**src/rtl/vector_sweep_misr.sv**
```systemverilog
// vector_sweep_misr: exhaustive IN_W-bit stimulus sweep folding the DUT response into a 32-bit MISR; define SWEEP_PAUSE_EN for the pause input
module vector_sweep_misr #(
   parameter int IN_W  = 4,
   parameter int OUT_W = 16
) (
   input  logic             clk,
   input  logic             rst_n,
   input  logic             start,
`ifdef SWEEP_PAUSE_EN
   input  logic             pause,
`endif
   output logic [IN_W-1:0]  dut_a,
   input  logic [OUT_W-1:0] dut_y,
   output logic             busy,
   output logic             done,
   output logic [31:0]      signature,
   output logic [IN_W:0]    vec_count
);
   localparam int          NCH  = (OUT_W + 31) / 32;
   localparam logic [31:0] POLY = 32'h04C11DB7;
   typedef enum logic [1:0] {IDLE, SWEEP, DONE} state_t;
   state_t              state, state_nx;
   logic                adv, last;
   logic [NCH*32-1:0]   y_pad;
   logic [31:0]         f, sig_nx;
`ifdef SWEEP_PAUSE_EN
   assign adv = state == SWEEP && !pause;
`else
   assign adv = state == SWEEP;
`endif
   assign last  = dut_a == {IN_W{1'b1}};
   assign y_pad = (NCH*32)'(dut_y);
   assign busy  = state == SWEEP;
   assign done  = state == DONE;
   // xor the zero-padded 32-bit response chunks, then step the CRC-32 shift register
   always_comb begin
      f = '0;
      for (int i = 0; i < NCH; i++) f = f ^ y_pad[i*32 +: 32];
      sig_nx = {signature[30:0], 1'b0} ^ (signature[31] ? POLY : 32'h0) ^ f;
   end
   // sweep ends on the fold of the all-ones vector; DONE always lasts one cycle
   always_comb begin
      state_nx = state == IDLE  ? (start ? SWEEP : IDLE) :
                 state == SWEEP ? (adv && last ? DONE : SWEEP) : IDLE;
   end
   // state register
   always_ff @(posedge clk or negedge rst_n) begin
      if (!rst_n) state <= IDLE;
      else state <= state_nx;
   end
   // stimulus, vector count and signature; dut_a wraps to 0 on the final fold
   always_ff @(posedge clk or negedge rst_n) begin
      if (!rst_n) begin
         dut_a     <= '0;
         vec_count <= '0;
         signature <= '0;
      end else if (state == IDLE && start) begin
         dut_a     <= '0;
         vec_count <= '0;
         signature <= 32'hFFFFFFFF;
      end else if (adv) begin
         dut_a     <= dut_a + IN_W'(1);
         vec_count <= vec_count + (IN_W+1)'(1);
         signature <= sig_nx;
      end
   end
endmodule
```
**config.mk**
```make
export PLATFORM = sky130hd
export DESIGN_NAME = vector_sweep_misr
export DESIGN_NICKNAME = d
export VERILOG_FILES = /design/src/rtl/vector_sweep_misr.sv
export SDC_FILE = /design/constraint.sdc
export NUM_CORES = 1
export LEC_CHECK = 0
export ABC_AREA = 0
export CORE_MARGIN = 5
export CORE_UTILIZATION = 49
export CTS_CLUSTER_DIAMETER = 150
export DETAILED_ROUTE_END_ITERATION = 7
export GPL_ROUTABILITY_DRIVEN = 0
export PLACE_DENSITY = 0.84
export SLEW_MARGIN = 5
export SYNTH_ARGS = -nofsm -noshare
export SYNTH_HDL_FRONTEND = slang
export SYNTH_SLANG_ARGS = --single-unit
```
**constraint.sdc**
```tcl
create_clock -name clk -period 3.03 [get_ports clk]
set_input_delay 0.606 -clock clk [delete_from_list [all_inputs] [get_ports clk]]
set_output_delay 0.606 -clock clk [all_outputs]
set_load 0.02 [all_outputs]
```
==> results of run 1 <==
-- kinds of logic (layout without fill, tap and decap cells) --
kind of cell             after synthesis  in the layout  synth area share, %
AO/OA/AOI/OAI                         42             42                 12.8
AND/OR/NAND/NOR                       45             45                 11.0
flip-flops                            43             43                 54.5
XOR/XNOR                              29             29                 12.9
adder cells (fa/ha/maj)                2              2                 1.27
multiplexers                           3              3                 1.52
buffers and inverters                 19             81                 6.08
-- sequential cells by signal, summed over array words and instances (netlist names) --
name	flops
signature	32
dut_a	4
vec_count	5
state	2
-- worst max-delay path, delay by kind of cell, from the launching register on --
kind          cells  cell delay (ps)
buf+inv           2              700
flops             1              630
simple gates      1              130
-- area by class of cell --
| type | instances | share of cell area [%] |
|---|---|---|
| clock buffer | 8 | 3.73 |
| inverter | 8 | 1.12 |
| multi-input combinational | 121 | 29.0 |
| sequential | 43 | 40.1 |
| tap | 50 | 2.33 |
| timing repair buffer | 65 | 23.7 |
-- routing by layer --
| metal | GRT usage [%] | up-vias | share of wire [%] |
|---|---|---|---|
| met4 | 4.83 | 0 | 1.3 |
| met3 | 4.51 | 7 | 6.9 |
| li1 | - | 733 | - |
| met2 | 25.7 | 53 | 45 |
| met5 | 0 | - | 0 |
| met1 | 25.8 | 730 | 47 |
-- where the power goes --
group          internal, mW  total (mW)  switching [mW]
sequential            0.883        1.16           0.280
combinational         0.971        1.98            1.01
clock                 0.208       0.393           0.185
-- cells in the final DEF (no fill, tap or decap), drive strengths merged --
cell type      instances
o21bai                 1
o22a                   1
nor3b                  3
o21ba                  1
ha                     2
o21ai                  5
nor2                  24
nor2b                  3
a22oi                  3
nand4                  3
and3                   1
clkdlybuf4s50         60
mux2i                  3
nand2                  7
a21oi                 20
and2                   1
nand3                  1
nand2b                 1
a31oi                  7
a22o                   4
inv                    8
xor2                   9
or3b                   1
xnor2                 20
buf                    5
clkbuf                 8
dfrtp                 43
-- worst paths after layout --
check | endpoint | slack, ps | cells after the start
max in group asynchronous | signature[19]$_DFFE_PN0P_ | 1980 | 1
worst max register to register | signature[25]$_DFFE_PN0P_ | 1350 | 4
min in group clk | vec_count[4]$_DFFE_PN0P_ | 480 | 1
worst min register to register | vec_count[4]$_DFFE_PN0P_ | 480 | 1
worst min-delay path | dut_a[1]$_DFFE_PN0P_ | 460 | 1
worst max-delay path | busy | 680 | 3
==> reports/summary.md, run 1 <==
The run gives 3.07 mm as the HPWL after detailed placement. The run gives 62 as the count of boundary I/O pins. In this run the critical register-to-register path is launched from state[0]$_DFF_PN0_. On the critical path, the stage with the largest delay is an instance of sky130_fd_sc_hd__dfrtp_1. For this run, the slowest stage of the critical path takes 630 ps. The tools report the start point of the critical path as state[0]$_DFF_PN0_. The filler cells instantiated in the layout total 314. Setup repair after global routing left no endpoint under its margin. Setup total negative slack on the finished layout was measured at 0 ps. Synthesis produced 183 cells. The tools report the root buffer cell as sky130_fd_sc_hd__clkbuf_8. Synthesis produced a netlist with a net count of 204. The required time at the endpoint of the critical path came out at 2420 ps. The largest fanout on the critical path came out at 15.

The number of cells after detailed placement was 287; the combined global-route utilization of all metal layers was 17.5%. For the number of remaining DRC errors, the log shows 0. By instance count, the leading cell after synthesis is sky130_fd_sc_hd__dfrtp_1. The final net count came out at 265. The total number of placement rows was 23; the pin count of the biggest net entering global routing was 44. The post-place instance area came out at 2580 um2. The total power draw is 3.53 mW. For the area of the multi-input gates, the log shows 778 um2. The die covers 5400 um2.

The cell type with the highest aggregate area in the netlist is sky130_fd_sc_hd__dfrtp_1. In this run the tightest slew margin relative to its limit is 37.1%. At the pin with the least slew margin, the transition time is 944 ps. The signal on the critical path passes through nand2b_4 > inv_2 > clkdlybuf4s50_1. The run gives 50.1% as the initial cell density of the core. The fraction of registers with async set/reset is 100%, and the sequential cell area fraction in the yosys report is 54.5%. Yosys attributes the largest share of cell area to sky130_fd_sc_hd__dfrtp_1 54%, sky130_fd_sc_hd__xnor2_1 8.9%, sky130_fd_sc_hd__a21oi_1 5.1%. The via-per-instance ratio was 5.16. For the final worst setup slack, the log shows 683 ps. The number of antenna cells inserted was 0; the number of setup buffers added after CTS was 0. Number of warnings issued by yosys: 0.

The number of search-and-repair iterations in the first detailed-routing pass was 4; the detail-routed net length per standard cell was 15.0 um. For the cell area after technology mapping, the log shows 1970 um2. The number of antenna violations at the first check in global routing is 0, and the clock-pin slew reported for the worst setup and hold paths after clock tree synthesis is 80 ps. The tools report the leakage power total as 1.15 nW. The tools report the final-report setup violation count as 0.

Clock skew on the completed layout was measured at 3.05 ps. The tools report the total CTS buffers as 5. The number of I/O port buffers is 61. The die width is 73.5 um, and the flop and latch count out of synthesis is 43.

After the flow finishes, the layout carries non-filler instances totaling 295. The clock drives 43 sinks. The flow ran to the end, and the final reports show no timing, DRC or antenna violations.

The share of the clock period used by the worst path after layout is 77.5%. In this run the remaining antenna-violating nets after routing total 0. The critical path startpoint category is a register. Critical path capture point type: an output pin.

The post-route standard cell area excluding fillers is 2680 um2. The die height was 73.5 um. The commonest cells after synthesis are 43 x sky130_fd_sc_hd__dfrtp_1, 24 x sky130_fd_sc_hd__nor2_1, 20 x sky130_fd_sc_hd__a21oi_1, 20 x sky130_fd_sc_hd__xnor2_1, 9 x sky130_fd_sc_hd__xor2_1. After detailed routing, the total wire length is 4.42 mm.

The final critical path time including I/O delays and setup was 2350 ps. The share of the synthesized area in the top cell type works out to 54.5%. The initial detailed-routing violation count came out at 146.

Prior to clock tree synthesis, the placed netlist has a worst setup slack of 933 ps. The layout overhead on the synthesized area was 35.9%; the peak supply drop was 0.682 mV. Data arrives at the worst endpoint at 1740 ps. The H-tree was split into 2 levels. The sequential cell area is 1080 um2, and the count of instances resized after the clock tree is built is 0. The core region is 3940 um2.

The mean instance size in the synthesized netlist came out at 10.8 um2. In this run the power density over the cells is 1320 nW/um2. In the synthesized netlist the dominant register cell turns out to be sky130_fd_sc_hd__dfrtp_1.

The clock reaches the later pin of the worst-skew pair after 290 ps. TritonCTS built the clock tree. In this run, post-CTS hold repair placed 0 buffers. No sink is reached through more buffers than the 2 on the longest clock path.

The final route contains 1523 vias. The netlist uses 30 different library cells. Post-route core utilization: 68.0%. The worst min-delay path category is input port to asynchronous set/reset pin.

Highest achievable clock rate: 426 MHz. The final-report hold violation count came out at 0. The type of the worst setup path is register to output pin.

The tools report the worst hold slack after final layout as 458 ps. The number of max-slew violations in the final report was 0. The tools report the number of global-route vias before repair as 1452.

The first global-routing pass estimated 7.31 mm of wire. Cells with a size suffix above 1 make up 6.53% of the layout. The sum of overflow across all layers after global routing was 0; the number of enable flip-flop cells after synthesis was 0. The max-capacitance violation count was 0.
(Power assumes the default switching activity.)
==> run 2: changes to the inputs <==
--- a/config.mk
+++ b/config.mk
@@ -7,11 +7,11 @@
 export LEC_CHECK = 0
 export ABC_AREA = 0
 export CORE_MARGIN = 5
-export CORE_UTILIZATION = 49
+export CORE_UTILIZATION = 46
 export CTS_CLUSTER_DIAMETER = 150
 export DETAILED_ROUTE_END_ITERATION = 7
 export GPL_ROUTABILITY_DRIVEN = 0
-export PLACE_DENSITY = 0.84
+export PLACE_DENSITY = 0.79
 export SLEW_MARGIN = 5
 export SYNTH_ARGS = -nofsm -noshare
 export SYNTH_HDL_FRONTEND = slang
==> constraint.sdc (replaced) <==
create_clock -name clk -period 2.2 [get_ports clk]
set_input_delay 0.44 -clock clk [delete_from_list [all_inputs] [get_ports clk]]
set_output_delay 0.44 -clock clk [all_outputs]
set_load 0.02 [all_outputs]
==> run 2 against run 1 <==
Worst setup slack worse by 550 ps. Final cell count increased by 0.68%. Critical path depth unchanged. First-iteration DRC count shrank 30%. Sequential share of layout area is 0.13 points lower. Combinational power increased by 39%. Register-to-register slack worse by 620 ps. Clock power grew 20%. Hold slack worse by 260 ps. Die area grew 5.6%. Utilization fell by 2.2 points. Sequential power up 36%.
==> reports/summary.md, run 2 (same netlist as run 1, synthesis figures left out) <==
The run gives 1630 ps (was 1740 ps) as the endpoint arrival time on the critical path. The sum of overflow across all layers after global routing was 0 (unchanged). Setup repair after global routing left no endpoint under its margin. The tools report the final-report setup violation count as 0 (unchanged). The flip-flop count of the largest register after layout is 32 (unchanged), and the max-capacitance violation count is 0 (unchanged). The CTS H-tree depth was 2 (unchanged). Measured slew at the worst slew-check pin: 532 ps (was 944 ps).

Register containing the most flip-flops in the final layout: signature (unchanged). The final net count is 267 (was 265). Die width: 75.5 um (was 73.5 um). For this run, the top clock speed supported by timing is 483 MHz. For the first-pass GRT wire length, the log shows 6.91 mm (was 7.31 mm). The logs give 1.16 nW (was 1.15 nW) for the leakage power total and 0 (unchanged) for the count of instances resized after the clock tree is built. Gate family responsible for the most delay along the worst path: buffers and inverters (unchanged).

Pre-CTS setup slack: 418 ps (was 933 ps). The number of global-route vias before repair came out at 1476 (was 1452). TritonCTS built the clock tree.

Number of sinks handled by clock tree synthesis: 43 (unchanged). The layout overhead on the synthesized area was 36.3% (was 35.9%); the pin count of the biggest net entering global routing was 44 (unchanged). For the die footprint, the log shows 5700 um2 (was 5400 um2).

The run gives 64.6% (was 37.1%) as the worst max-slew margin expressed relative to the limit. The critical path capture point type was an output pin (unchanged). The initial cell density of the core came out at 48.3% (was 50.1%).

The number of buffers and inverters on the critical path came out at 2 (unchanged). The number of max-slew violations in the final report was 0 (unchanged). Root buffer cell: sky130_fd_sc_hd__clkbuf_8 (unchanged).

The number of buffers between clock root and the deepest sink is 2 (unchanged), and the clock-pin slew reported for the worst setup and hold paths after clock tree synthesis is 70 ps (was 80 ps). Via-per-instance ratio: 5.17 (was 5.16). The detail-routed net length per standard cell was 14.5 um (was 15.0 um).

Cell breakdown of the critical path: nand2b_4 > inv_2 > clkdlybuf4s50_1 (unchanged). The logs give 0 (unchanged) for the number of setup buffers added after CTS and 0 (unchanged) for the final-report hold violation count. The logs give 1.05 mV (was 0.682 mV) for the peak supply drop and 0 (unchanged) for the count of nets left with antenna violations after detail routing. Required time at the endpoint of the critical path: 1760 ps (was 2420 ps). For the clock skew, the log shows 6.74 ps (was 3.05 ps).

The tools report the critical path startpoint category as a register (unchanged). For the post-place instance area, the log shows 2610 um2 (was 2580 um2). The sequential cell area is 1080 um2 (unchanged). The die height works out to 75.5 um (was 73.5 um).

The worst path uses 94.0% of the clock period. The count of boundary I/O pins came out at 62 (unchanged). The run gives 0 (unchanged) as the number of remaining DRC errors.

The delay contributed by the slowest stage of the critical path is 610 ps (was 630 ps), and the number of antenna cells inserted is 0 (unchanged). Type of the worst setup path: register to output pin (unchanged). The standard cell with the maximum stage delay on the critical path is sky130_fd_sc_hd__clkdlybuf4s50_1 (was sky130_fd_sc_hd__dfrtp_1). The ratio of cells with drive above 1 in the final layout was 6.88% (was 6.53%).

The total CTS buffers was 5 (unchanged). Initial detailed-routing violation count: 102 (was 146). The flow ran to the end, and the final reports show no timing, DRC or antenna violations. Leading registers by flop count: signature (32), vec_count (5), dut_a (4) (unchanged).

Top library cells by usage in the layout, fill and taps aside: 60 x sky130_fd_sc_hd__clkdlybuf4s50_1, 43 x sky130_fd_sc_hd__dfrtp_1, 24 x sky130_fd_sc_hd__nor2_1, 20 x sky130_fd_sc_hd__xnor2_1, 20 x sky130_fd_sc_hd__a21oi_1 (unchanged). The power per cell area works out to 1790 nW/um2 (was 1320 nW/um2). Worst min-delay path category: input port to asynchronous set/reset pin (unchanged). The largest fanout on the critical path came out at 8 (was 15). The accumulated negative setup slack came out at 0 ps (unchanged).

The fill cell total of the finished layout is 354 (was 314). The logs give 3.04 mm (was 3.07 mm) for the HPWL after detailed placement and 4.30 mm (was 4.42 mm) for the detailed-route wire length. The tools report the core outline area as 4090 um2 (was 3940 um2). The final critical path time including I/O delays and setup came out at 2070 ps.

The area of the multi-input gates is 778 um2 (unchanged), and the number of search-and-repair iterations in the first detailed-routing pass is 4 (unchanged). The run gives 290 ps (about the same) as the clock latency at the later pin of the worst-skew pair. Most frequent standard cell in the layout excluding fill and tap cells: sky130_fd_sc_hd__clkdlybuf4s50_1 (unchanged). The number of antenna violations at the first check in global routing came out at 0 (unchanged). The number of I/O port buffers works out to 61 (unchanged).

The combined global-route utilization of all metal layers came out at 16.1% (was 17.5%). Number of buffers inserted for hold repair after clock tree synthesis: 0 (unchanged). The post-route standard cell area excluding fillers is 2690 um2 (was 2680 um2), and the final worst setup slack is 132 ps (was 683 ps). The total number of placement rows is 23 (unchanged), and the number of vias after detailed routing is 1536 (was 1523).
run 2: cell types whose count changed in the layout (fill, tap and decap cells not counted), sizes merged:
| cell | delta |
|---|---|
| buf | +2 |
| clkbuf | -1 |
| clkinv | +1 |
run 2: worst reg2reg max path, delay by kind of cell, from the launching register on:
kind,cells,cell delay (ps)
compound gates,3,730
buf+inv,1,200
flops,1,430
run 2: cell type report:
type,count,area share [%]
clock inverters,1,0.186
flip-flops and latches,43,40.0
clock buffers,7,2.84
multi-input cells,121,28.9
well taps,50,2.32
inverters,8,1.12
repair buffers,67,24.6
run 2: path summary, 6_finish.rpt:
check                                         start                       end  slack [ps]  cells after the start
setup / recovery                 state[1]$_DFF_PN0_                      busy         130                      3
hold / removal                                rst_n  signature[3]$_DFFE_PN0P_         200                      2
setup reg to reg                 state[0]$_DFF_PN0_  vec_count[2]$_DFFE_PN0P_         730                      4
hold reg to reg            vec_count[4]$_DFFE_PN0P_  vec_count[4]$_DFFE_PN0P_         500                      1
max in group asynchronous                     rst_n      dut_a[0]$_DFFE_PN0P_        1630                      2
min in group clk           vec_count[4]$_DFFE_PN0P_  vec_count[4]$_DFFE_PN0P_         500                      1
run 2: routing by layer:
| metal | track usage, % | up-vias | share of wire, % |
|---|---|---|---|
| li1 | - | 736 | - |
| met1 | 21.1 | 744 | 41 |
| met2 | 25.7 | 51 | 51 |
| met3 | 4.88 | 5 | 6.8 |
| met4 | 5.44 | 0 | 0.93 |
| met5 | 0 | - | 0 |
run 2: power by group:
group	switching, mW	internal (mW)	total [mW]
Sequential	0.363	1.22	1.58
Combinational	1.39	1.37	2.76
Clock	0.250	0.223	0.473
run 2: stage by stage:
step	cells	util [%]	hold slack [ps]	power, mW
after floorplan	183	-	144	3.30
after global placement	289	63.9	483	4.33
after detailed placement	289	63.9	487	4.38
after CTS	297	65.9	216	4.88
after global routing	297	65.9	238	5.18
final	297	65.9	196	4.82
